===== config.mk =====
export PLATFORM = sky130hd
export DESIGN_NAME = fan_control_multi
export DESIGN_NICKNAME = d
export VERILOG_FILES = /design/src/rtl/fan_control_pkg.sv /design/src/rtl/fan_channel.sv /design/src/rtl/fan_control_multi.sv
export SDC_FILE = /design/constraint.sdc
export NUM_CORES = 1
export LEC_CHECK = 0
export ABC_AREA = 1
export BUFFER_PORTS_ARGS = -buffer_cell sky130_fd_sc_hd__buf_2
export CAP_MARGIN = 30
export CORE_UTILIZATION = 48
export CTS_CLUSTER_DIAMETER = 150
export DETAILED_ROUTE_END_ITERATION = 6
export PLACE_DENSITY = 0.72
export SYNTH_ARGS = -nofsm -noshare
export SYNTH_HDL_FRONTEND = slang
export SYNTH_SLANG_ARGS = --single-unit

===== constraint.sdc =====
create_clock -name clock -period 4.53 [get_ports clock]
set_input_delay 0.2265 -clock clock [delete_from_list [all_inputs] [get_ports clock]]
set_output_delay 0.2265 -clock clock [all_outputs]
set_load 0.02 [all_outputs]

===== src/rtl/fan_control_pkg.sv =====
// Shared encodings for the multi-channel fan controller: channel states, register
// offsets and MODE values.
package fan_control_pkg;

   typedef enum logic [1:0] {
      StOff   = 2'd0,
      StRamp  = 2'd1,
      StRun   = 2'd2,
      StBoost = 2'd3
   } fan_state_e;

   localparam logic [1:0] RegDuty   = 2'd0;
   localparam logic [1:0] RegMode   = 2'd1;
   localparam logic [1:0] RegThresh = 2'd2;
   localparam logic [1:0] RegStatus = 2'd3;

   localparam logic [1:0] ModeOff    = 2'd0;
   localparam logic [1:0] ModeManual = 2'd1;
   localparam logic [1:0] ModeAuto   = 2'd2;

endpackage


===== src/rtl/fan_channel.sv =====
// One fan channel: DUTY/MODE/THRESH registers, OFF/RAMP/RUN/BOOST state machine and
// the ramped effective duty, all advancing only at PWM period boundaries.
module fan_channel
   import fan_control_pkg::*;
#(
   parameter int unsigned PWM_BITS  = 8,
   parameter int unsigned RAMP_STEP = 4,
   parameter logic [31:0] HYST      = 32'd1000
) (
   input  logic                clock,
   input  logic                reset_n,
   input  logic                wr_en,
   input  logic [1:0]          reg_sel,
   input  logic [31:0]         writedata,
   input  logic [31:0]         current,
   input  logic                period_end,
   output logic [31:0]         rdata,
   output logic [PWM_BITS-1:0] duty_eff
);

   localparam logic [PWM_BITS-1:0] DutyMax = '1;

   logic [PWM_BITS-1:0] duty_q, duty_eff_q, duty_eff_d, ramp_duty;
   logic [1:0]          mode_q;
   logic [31:0]         thresh_q, curr_q, low_thresh;
   fan_state_e          state_q, state_d;
   logic                on, auto, over, under;

   always_ff @(posedge clock or negedge reset_n) begin
      if (!reset_n) begin
         duty_q     <= '0;
         mode_q     <= ModeOff;
         thresh_q   <= '0;
         curr_q     <= '0;
         state_q    <= StOff;
         duty_eff_q <= '0;
      end else begin
         curr_q     <= current;
         state_q    <= state_d;
         duty_eff_q <= duty_eff_d;
         if (wr_en) begin
            case (reg_sel)
               RegDuty:   duty_q   <= writedata[PWM_BITS-1:0];
               RegMode:   mode_q   <= writedata[1:0];
               RegThresh: thresh_q <= writedata;
               default:   ;
            endcase
         end
      end
   end

   assign on         = (mode_q == ModeManual) || (mode_q == ModeAuto);
   assign auto       = (mode_q == ModeAuto);
   assign over       = curr_q > thresh_q;
   assign low_thresh = (thresh_q > HYST) ? thresh_q - HYST : '0;
   assign under      = curr_q < low_thresh;

   // One ramp step toward DUTY, clamped so it lands exactly on the target.
   always_comb begin
      ramp_duty = duty_eff_q;
      if (duty_eff_q < duty_q) begin
         ramp_duty = (32'(duty_q - duty_eff_q) <= RAMP_STEP) ? duty_q
                   : duty_eff_q + PWM_BITS'(RAMP_STEP);
      end else if (duty_eff_q > duty_q) begin
         ramp_duty = (32'(duty_eff_q - duty_q) <= RAMP_STEP) ? duty_q
                   : duty_eff_q - PWM_BITS'(RAMP_STEP);
      end
   end

   always_comb begin
      state_d    = state_q;
      duty_eff_d = duty_eff_q;
      if (period_end) begin
         if (!on) begin
            state_d    = StOff;
            duty_eff_d = '0;
         end else begin
            unique case (state_q)
               StOff: begin
                  state_d    = StRamp;
                  duty_eff_d = ramp_duty;
               end
               StRamp, StRun: begin
                  if (auto && over) begin
                     state_d    = StBoost;
                     duty_eff_d = DutyMax;
                  end else begin
                     duty_eff_d = ramp_duty;
                     state_d    = (ramp_duty == duty_q) ? StRun : StRamp;
                  end
               end
               StBoost: begin
                  if (!auto || under) state_d = StRamp;
               end
               default: ;
            endcase
         end
      end
   end

   always_comb begin
      rdata = '0;
      unique case (reg_sel)
         RegDuty:   rdata[PWM_BITS-1:0] = duty_q;
         RegMode:   rdata[1:0] = mode_q;
         RegThresh: rdata = thresh_q;
         RegStatus: begin
            rdata[1:0]             = state_q;
            rdata[PWM_BITS+15:16]  = duty_eff_q;
         end
         default: ;
      endcase
   end

   assign duty_eff = duty_eff_q;

endmodule


===== src/rtl/fan_control_multi.sv =====
// Multi-channel PWM fan controller: shared prescaler and PWM counter, Avalon-MM
// register decode, and one fan_channel per channel.
module fan_control_multi
   import fan_control_pkg::*;
#(
   parameter int unsigned NUM_CH    = 4,
   parameter int unsigned PWM_BITS  = 8,
   parameter int unsigned PRESCALE  = 195,
   parameter int unsigned RAMP_STEP = 4,
   parameter logic [31:0] HYST      = 32'd1000
) (
   input  logic                  clock,
   input  logic                  reset_n,
   input  logic [4:0]            address,
   input  logic                  write,
   input  logic                  read,
   input  logic [31:0]           writedata,
   output logic [31:0]           readdata,
   input  logic [32*NUM_CH-1:0]  current_average,
   output logic [NUM_CH-1:0]     pwm
);

   logic [15:0]         presc_q;
   logic [PWM_BITS-1:0] pwm_cnt_q;
   logic                tick, period_end;
   logic [2:0]          ch_sel;
   logic [1:0]          reg_sel;
   logic [31:0]         rd_mux;
   logic [31:0]         ch_rdata [NUM_CH];
   logic [PWM_BITS-1:0] duty_eff [NUM_CH];

   assign tick       = (presc_q == 16'(PRESCALE - 1));
   assign period_end = tick && (pwm_cnt_q == '1);
   assign ch_sel     = address[4:2];
   assign reg_sel    = address[1:0];

   always_ff @(posedge clock or negedge reset_n) begin
      if (!reset_n) begin
         presc_q   <= '0;
         pwm_cnt_q <= '0;
      end else if (tick) begin
         presc_q   <= '0;
         pwm_cnt_q <= pwm_cnt_q + 1'b1;
      end else begin
         presc_q   <= presc_q + 16'd1;
      end
   end

   for (genvar g = 0; g < NUM_CH; g++) begin : g_ch
      fan_channel #(
         .PWM_BITS  (PWM_BITS),
         .RAMP_STEP (RAMP_STEP),
         .HYST      (HYST)
      ) u_ch (
         .clock      (clock),
         .reset_n    (reset_n),
         .wr_en      (write && (ch_sel == 3'(g)) && (reg_sel != RegStatus)),
         .reg_sel    (reg_sel),
         .writedata  (writedata),
         .current    (current_average[32*g +: 32]),
         .period_end (period_end),
         .rdata      (ch_rdata[g]),
         .duty_eff   (duty_eff[g])
      );

      always_ff @(posedge clock or negedge reset_n) begin
         if (!reset_n) pwm[g] <= 1'b0;
         else          pwm[g] <= pwm_cnt_q < duty_eff[g];
      end
   end

   // Channels that do not exist never match, so their reads fall through to 0.
   always_comb begin
      rd_mux = '0;
      for (int i = 0; i < NUM_CH; i++) begin
         if (ch_sel == 3'(i)) rd_mux = ch_rdata[i];
      end
   end

   always_ff @(posedge clock or negedge reset_n) begin
      if (!reset_n)            readdata <= '0;
      else if (read && !write) readdata <= rd_mux;
   end

endmodule


==> metrics.csv, run 1 <==
stage;metric;value;unit
run_status;status;finished, final reports clean;
yosys;Synth Instances;4161;
floorplanning;Starting Density;48.8;%
finish;Finished Layout Cells;5357;
timing;fin. max-slew vios;0;
place;placed standard-cell area;0.0322;sq mm
setup_path;crit start category;flop;
timing;max_slew headroom;31.4;%
pwr;power share of the clock group;29.7;%
setup_path;CP peak stage delay;0.42;ns
yosys;Synth Warn #;0;
place;DPL Wire Length;77800;um
clock_network;clock-pin slew on the worst setup and hold paths;0.06;ns
clock_network;clock sinks;396;
finish;share of cells above drive strength 1;9.40;%
yosys;count leader, synth;nand2_1;
run;max_cap viols;0;
yosys;synthesized area;0.0302;sq mm
detailed_routing;vias;29900;
detailed_routing;met2 wire len;46200;um
floorplanning;DIE AREA;0.0639;sq mm
setup_path;R2R cell count;32;
global_route;largest net degree at the start of global routing;97;
global_route;vias in the first global route;28000;
clock_network;CTS Buf Count;45;
setup_path;worst reg2reg endpoint;g_ch[3].u_ch.state_q[0];
detailed_routing;1st-iter DRT viols;2756;
timing;worst setup margin;0.347;ns
yosys;synthesis-stage register bit count;396;
min_path;hold crit path type;input pin to flop;
clock_network;CTS tree;yes;
yosys;Yosys cell types;56;
finish;Syn-to-layout area delta;16.6;%
pwr;peak supply drop;0.000287;V
setup_path;Worst R2R Start;g_ch[3].u_ch.thresh_q[3];
setup_path;Setup crit start;g_ch[3].u_ch.thresh_q[3];
floorplanning;io pins;205;
setup_path;CP max FO;4;
yosys;Avg Inst Size Synth;7.26;sq um
global_route;GRT Overall Usage;31.5;%
setup_path;WP data required;5.02;ns
yosys;area leader, netlist;dfrtp_1;
global_route;first-pass GRT wire length;155000;um
finish;Post-layout nets;5021;
timing;post-route minimum period;4.18;ns
setup_path;Crit-path slowest cell;dfrtp_1;
place;Placed Cells;5143;
timing;f_max;0.239;GHz
place;GP Congestion;1.00;
timing;Hold Worst Slack;0.0241;ns
detailed_routing;WL met3;8100;um
setup_path;Reg2Reg Setup Slack;0.35;ns
timing;endpoints failing hold;0;
detailed_routing;Routed WL;101000;um
pwr;Sw Share;40.0;%
detailed_routing;Top Layer Used;met4;
floorplanning;die height;253;um
setup_path;WP depth;32;
yosys;Seq/Total Area, Yosys;32.8;%
yosys;Post-synth ARST share;100;%
pwr;power per cell area;388;mW/mm^2
yosys;Top FF cell, synth;dfrtp_1;
yosys;Commonest cells post-synth;nand2_1, inv_1, dfrtp_1, ha_1, nand3_1;
yosys;post-synthesis net count;4697;
pwr;Comb power frac;38.8;%
setup_path;nature of the critical path endpoint;flop;
pwr;P_leak;17.8;nW
yosys;Synth area leaders;dfrtp_1, ha_1, nand2_1, inv_1, nand3_1;
detailed_routing;Detail Route Antenna Nets;0;
pwr;sequential power share;31.6;%
timing;Tcrit/Tclk final;92.3;%
pwr;Int Pwr;8.21;mW
setup_path;crit path to;g_ch[3].u_ch.state_q[0];
timing;clk_skew;0.0206;ns
detailed_routing;routed wire length per instance;18.9;um
timing;worst slew pin tran;1.02;ns
floorplanning;Die W;253;um
detailed_routing;iteration count of the initial detailed-routing pass;6;
setup_path;Crit Path Category;flop to flop;
setup_path;WP buf/inv;7;
setup_path;crit-path most repeated cell;nand2_1;
detailed_routing;Residual DRC;0;
yosys;Post-synth EDFFs;0;
yosys;top cell type's share of synthesized area;32.8;%
pwr;Sw Pwr;5.48;mW
finish;Layout Cell Area excl Fill;0.0352;sq mm
floorplanning;core box area;0.0619;sq mm
place;PortBufs;204;
timing;Final setup viols;0;
clock_network;cell at the root of the clock tree;clkbuf_16;
global_route;initial antenna violation count;3;
clock_network;Clock Tree Buf Depth;3;
clock_network;H-tree depth;2;
place;pre-CTS WS;0.258;ns
detailed_routing;DRT met1 WL;42800;um
clock_network;clock insertion delay at the later pin of the skew report;0.60;ns
setup_path;critical path's top delay family;simple AND/OR/NAND/NOR gates;
global_route;grt ovf;0;
finish;Final Util;56.9;%
detailed_routing;Vias/cell;5.58;
floorplanning;Site Rows;91;
setup_path;CP arrival;4.67;ns
-- per-layer routing --
| metal | vias up | GRT usage [%] |
|---|---|---|
| met5 | - | 0 |
| met4 | 0 | 13.2 |
| met3 | 226 | 5.24 |
| met2 | 1244 | 51.0 |
| met1 | 13800 | 41.7 |
| li1 | 14600 | - |
-- worst min-delay path by stage --
stage	endpoint	depth (start not counted)	start
2_1_floorplan	g_ch[0].u_ch.curr_q[0]	0	reset_n
3_3_place_gp	g_ch[1].u_ch.duty_q[4]	1	reset_n
3_5_place_dp	g_ch[1].u_ch.duty_q[4]	1	reset_n
4_1_cts	g_ch[3].u_ch.thresh_q[23]	3	writedata[23]
5_1_grt	g_ch[2].u_ch.thresh_q[23]	3	writedata[23]
6_report	g_ch[0].u_ch.thresh_q[23]	3	writedata[23]
-- power groups by stage --
stage / Sequential (mW) / Clock, mW / Combinational (mW)
after floorplan: 4.21 / 0 / 3.76
after global placement: 4.36 / 0 / 4.99
after detailed placement: 4.37 / 0 / 5.07
after CTS: 4.31 / 4.10 / 5.20
after global routing: 4.36 / 4.24 / 6.01
final: 4.32 / 4.06 / 5.30
-- cell usage in the layout (no fill, tap or decap), drive strengths merged, types with 15 or more instances in the layout --
cell         synthesis  routed
nor2               312     312
o21ai              347     347
a211oi              15      15
o22ai               65      65
dlygate4sd3          0     131
nor3                36      36
o221ai              17      17
o211ai              20      20
nand4               92      92
inv                502     503
nand3              346     346
nand2             1173    1173
nor4                18      18
buf                 11     231
dfrtp              396     396
ha                 367     367
a21boi              18      18
clkbuf              74      63
xor2                42      42
a21oi              211     211
-- worst reg2reg max path: cells and delay by family (launching register included) --
| family | cells | cell delay [ns] |
|---|---|---|
| simple gates | 22 | 2.51 |
| compound gates | 1 | 0.11 |
| flops | 1 | 0.42 |
| buf+inv | 7 | 0.54 |
| fa+ha+maj | 2 | 0.51 |
-- final cells by class --
type / instances / area (sq um)
flip-flops and latches: 396 / 9910
multi-input cells: 3174 / 18100
diodes: 1 / 2.50
fillers: 5907 / 26700
clock buffers: 63 / 1350
repair buffers: 362 / 2620
well taps: 837 / 1050
inverters: 506 / 1900
clock inverters: 18 / 282
-- state kept, by name (all words and copies together), names as in the netlist --
name                count
g_ch.u_ch.duty_eff     32
g_ch.u_ch.mode_q        8
g_ch.u_ch.thresh_q    128
pwm                     4
g_ch.u_ch.state_q       8
g_ch.u_ch.curr_q      128
readdata               32
g_ch.u_ch.duty_q       32
presc_q                16
pwm_cnt_q               8
-- through the flow --
| stage | total power [mW] | TNS [ns] |
|---|---|---|
| 2_1_floorplan | 7.98 | 0 |
| 3_3_place_gp | 9.35 | 0 |
| 3_5_place_dp | 9.43 | 0 |
| 4_1_cts | 13.6 | 0 |
| 5_1_grt | 14.6 | -0.0967 |
| 6_report | 13.7 | 0 |
-- repair_timing --
item                                    CTS  global route
hold buffers                            131             0
resized for setup                         0            17
endpoints found under the setup margin    0             8
setup buffers                             0             1
hold endpoints to repair                213             0
-- cells by family (layout without fill, tap and decap cells) --
| logic type | count (synthesis) | after routing | synth area share, % |
|---|---|---|---|
| compound gates | 761 | 761 | 14.5 |
| xor+xnor | 51 | 51 | 1.48 |
| fa+ha+maj | 367 | 367 | 15.2 |
| buf+inv | 591 | 949 | 7.50 |
| flops | 396 | 396 | 32.8 |
| other cells | 0 | 1 | 0 |
| simple gates | 1995 | 1995 | 28.5 |
Power figures use the tool's default switching activity.
==> run 2, diff against run 1 <==
Settings changed: PLACE_DENSITY 0.72 to 0.74.
Clock period 4.53 ns to 3.4 ns, I/O delays scaled along.
==> run 2 against run 1 <==
Against the previous run: the flow now finishes with violations (negative setup slack); clock power grew 35%; sequential power grew 31%; critical path depth shrank 2; clock skew grew 0.0043 ns; first-iteration DRC count grew 17%; critical path type unchanged; combinational power grew 59%; core utilization grew 4.9 points; design area grew 8.6%; final cell count grew 6.1%; count of clock-buffer cells in the layout shrank 6.
==> metrics.csv, run 2 (synthesized netlist as in run 1, its figures left out) <==
stage;metric;value;unit;change
min_path;hold crit path type;input pin to flop;;
pwr;peak supply drop;0.000428;V;+49%
finish;Post-layout nets;5349;;+6.5%
setup_path;CP arrival;4.32;ns;-0.35 ns
setup_path;nature of the critical path endpoint;flop;;
clock_network;clock sinks;396;;unchanged
timing;post-route minimum period;3.79;ns;-0.389 ns
clock_network;CTS tree;yes;;
global_route;vias in the first global route;29900;;+6.9%
clock_network;CTS Buf Count;46;;+2.2%
run_status;failing checks;negative setup slack;;
timing;clk_skew;0.0249;ns;+0.00430 ns
setup_path;WP data required;3.92;ns;-1.10 ns
floorplanning;Site Rows;91;;unchanged
finish;multi-input logic area;0.0186;sq mm;+2.9%
detailed_routing;routed wire length per instance;19.0;um;+0.46%
floorplanning;Starting Density;48.8;%;unchanged
setup_path;Crit Path Category;flop to flop;;
floorplanning;core box area;0.0619;sq mm;unchanged
pwr;power per cell area;511;mW/mm^2;+32%
finish;Layout Cell Area excl Fill;0.0383;sq mm;+8.6%
timing;Tcrit/Tclk final;112;%;+19 points
global_route;largest net degree at the start of global routing;96;;-1.0%
clock_network;Clock Tree Buf Depth;3;;unchanged
finish;biggest regs;g_ch.u_ch.curr_q: 128 flops, g_ch.u_ch.thresh_q: 128 flops;;
timing;f_max;0.264;GHz;+10%
setup_path;worst reg2reg endpoint;g_ch[2].u_ch.state_q[0];;
finish;most common cell after layout, fill and taps aside;nand2_1;;
setup_path;crit-path most repeated cell;buf_4;;
run_status;status;complete, but fails checks;;
timing;Hold Worst Slack;0.0300;ns;+0.00589 ns
timing;endpoints failing hold;0;;unchanged
clock_network;clock insertion delay at the later pin of the skew report;0.60;ns;about the same
floorplanning;Die W;253;um;unchanged
finish;Final Util;61.8;%;+4.9 points
timing;Final setup viols;8;;+8
place;PortBufs;204;;unchanged
finish;fill cell count;5407;;-8.5%
setup_path;Reg2Reg Setup Slack;-0.39;ns;-0.74 ns
place;GP Congestion;1.00;;+0.17%
setup_path;crit start category;flop;;
clock_network;H-tree depth;2;;unchanged
min_path;beginning of the worst hold path;writedata[18];;
finish;share of cells above drive strength 1;17.3;%;+7.9 points
timing;worst slew pin tran;0.900;ns;-0.125 ns
setup_path;CP peak stage delay;0.38;ns;-0.04 ns
detailed_routing;vias;31900;;+6.8%
global_route;initial antenna violation count;3;;unchanged
floorplanning;io pins;205;;unchanged
global_route;grt ovf;0;;unchanged
timing;RSZ-0062 raised after global routing;true;;
detailed_routing;iteration count of the initial detailed-routing pass;5;;-1
timing;max_slew headroom;40.0;%;+8.6 points
finish;FF+latch area;0.00991;sq mm;unchanged
detailed_routing;1st-iter DRT viols;3227;;+17%
min_path;Hold Crit Endpoint;g_ch[2].u_ch.thresh_q[18];;
clock_network;clock-pin slew on the worst setup and hold paths;0.07;ns;about the same
global_route;GRT Overall Usage;33.1;%;+1.6 points
setup_path;CP max FO;3;;-1
global_route;first-pass GRT wire length;164000;um;+5.3%
detailed_routing;Routed WL;108000;um;+6.6%
setup_path;R2R cell count;30;;-6.3%
setup_path;Worst R2R Start;g_ch[2].u_ch.thresh_q[3];;
min_path;Hold Path Stages;3;;unchanged
setup_path;Crit-path slowest cell;dfrtp_1;;
finish;highest-count cells in the layout ignoring fill and taps;nand2_1, inv_1, dfrtp_1;;
clock_network;cell at the root of the clock tree;clkbuf_16;;
detailed_routing;Vias/cell;5.62;;+0.67%
finish;Syn-to-layout area delta;26.6;%;
detailed_routing;Detail Route Antenna Nets;0;;unchanged
floorplanning;DIE AREA;0.0639;sq mm;unchanged
place;placed standard-cell area;0.0341;sq mm;+6.0%
detailed_routing;Residual DRC;0;;unchanged
run;max_cap viols;0;;unchanged
pwr;P_leak;19.4;nW;+9.2%
timing;worst setup margin;-0.394;ns;-0.741 ns
place;pre-CTS WS;-0.398;ns;-0.656 ns
timing;fin. max-slew vios;0;;unchanged
place;DPL Wire Length;81100;um;+4.3%
floorplanning;die height;253;um;unchanged
-- run 2: changes by cell type in the layout (fill, tap and decap cells not counted), moves of 9 or more --
cell,change
nor2_4,+12
nand2_1,-27
nand2_2,+20
dlygate4sd3_1,+16
inv_2,+18
ha_4,+9
ha_1,-9
inv_1,-18
nor2_2,+10
nor2_1,-22
buf_4,+311
-- run 2: worst max-delay path by stage --
stage                        startpoint                      end  depth (start not counted)
5_1_grt        g_ch[3].u_ch.thresh_q[3]  g_ch[3].u_ch.state_q[1]                         32
3_5_place_dp   g_ch[0].u_ch.thresh_q[3]  g_ch[0].u_ch.state_q[1]                         30
3_3_place_gp   g_ch[1].u_ch.thresh_q[3]  g_ch[1].u_ch.state_q[1]                         30
6_report       g_ch[2].u_ch.thresh_q[3]  g_ch[2].u_ch.state_q[0]                         30
2_1_floorplan  g_ch[3].u_ch.thresh_q[3]  g_ch[3].u_ch.state_q[1]                         32
4_1_cts        g_ch[1].u_ch.thresh_q[3]  g_ch[1].u_ch.state_q[1]                         30
-- run 2: power breakdown --
| group | internal [mW] | total, mW | switching, mW | leakage [nW] |
|---|---|---|---|---|
| logic | 3.29 | 8.43 | 5.14 | 13.5 |
| clock network | 3.34 | 5.49 | 2.15 | 0.804 |
| registers | 5.15 | 5.65 | 0.492 | 5.06 |
-- run 2: critical path, delay by kind of cell, from the launching register on --
family | cells | cell delay, ns
DFF | 1 | 0.38
adders and majority gates | 2 | 0.37
buffers and inverters | 11 | 1.27
and+or+nand+nor | 16 | 1.44
AOI/OAI and AO/OA | 1 | 0.27
-- run 2: area by class of cell --
| class | instances | share of cell area [%] |
|---|---|---|
| Sequential cell | 396 | 25.9 |
| Timing Repair Buffer | 689 | 13.3 |
| Inverter | 506 | 4.97 |
| Tap cell | 837 | 2.74 |
| Clock buffer | 57 | 3.33 |
| Antenna cell | 2 | 0.0131 |
| Clock inverter | 23 | 0.962 |
| Multi-Input combinational cell | 3174 | 48.7 |
-- run 2: what timing repair did --
item / CTS / global route
buffers inserted: 48 / 10
hold endpoints to repair: 273 / 0
gates cloned: 0 / 0
pin swaps: 33 / 56
hold buffers: 147 / 0
setup endpoints to repair: 8 / 23
resized for setup: 51 / 92
-- run 2: through the flow --
step | instances | power [mW] | setup TNS (ns)
finish | 5684 | 19.6 | -1.86
floorplan | 4161 | 10.6 | 0
detailed placement | 5398 | 13.3 | -2.93
CTS | 5673 | 19.1 | -1.87
global placement | 5398 | 13.1 | -1.96
global route | 5682 | 20.8 | -3.91
-- run 2: per-layer routing --
metal  global-route usage, %  vias to the layer above  share of wire, %
met1                    42.1                    14700                40
met3                    5.55                      344               8.9
met4                    18.5                        0               6.1
met2                    53.4                     1579                45
li1                        -                    15300                 -
met5                       0                        -                 0
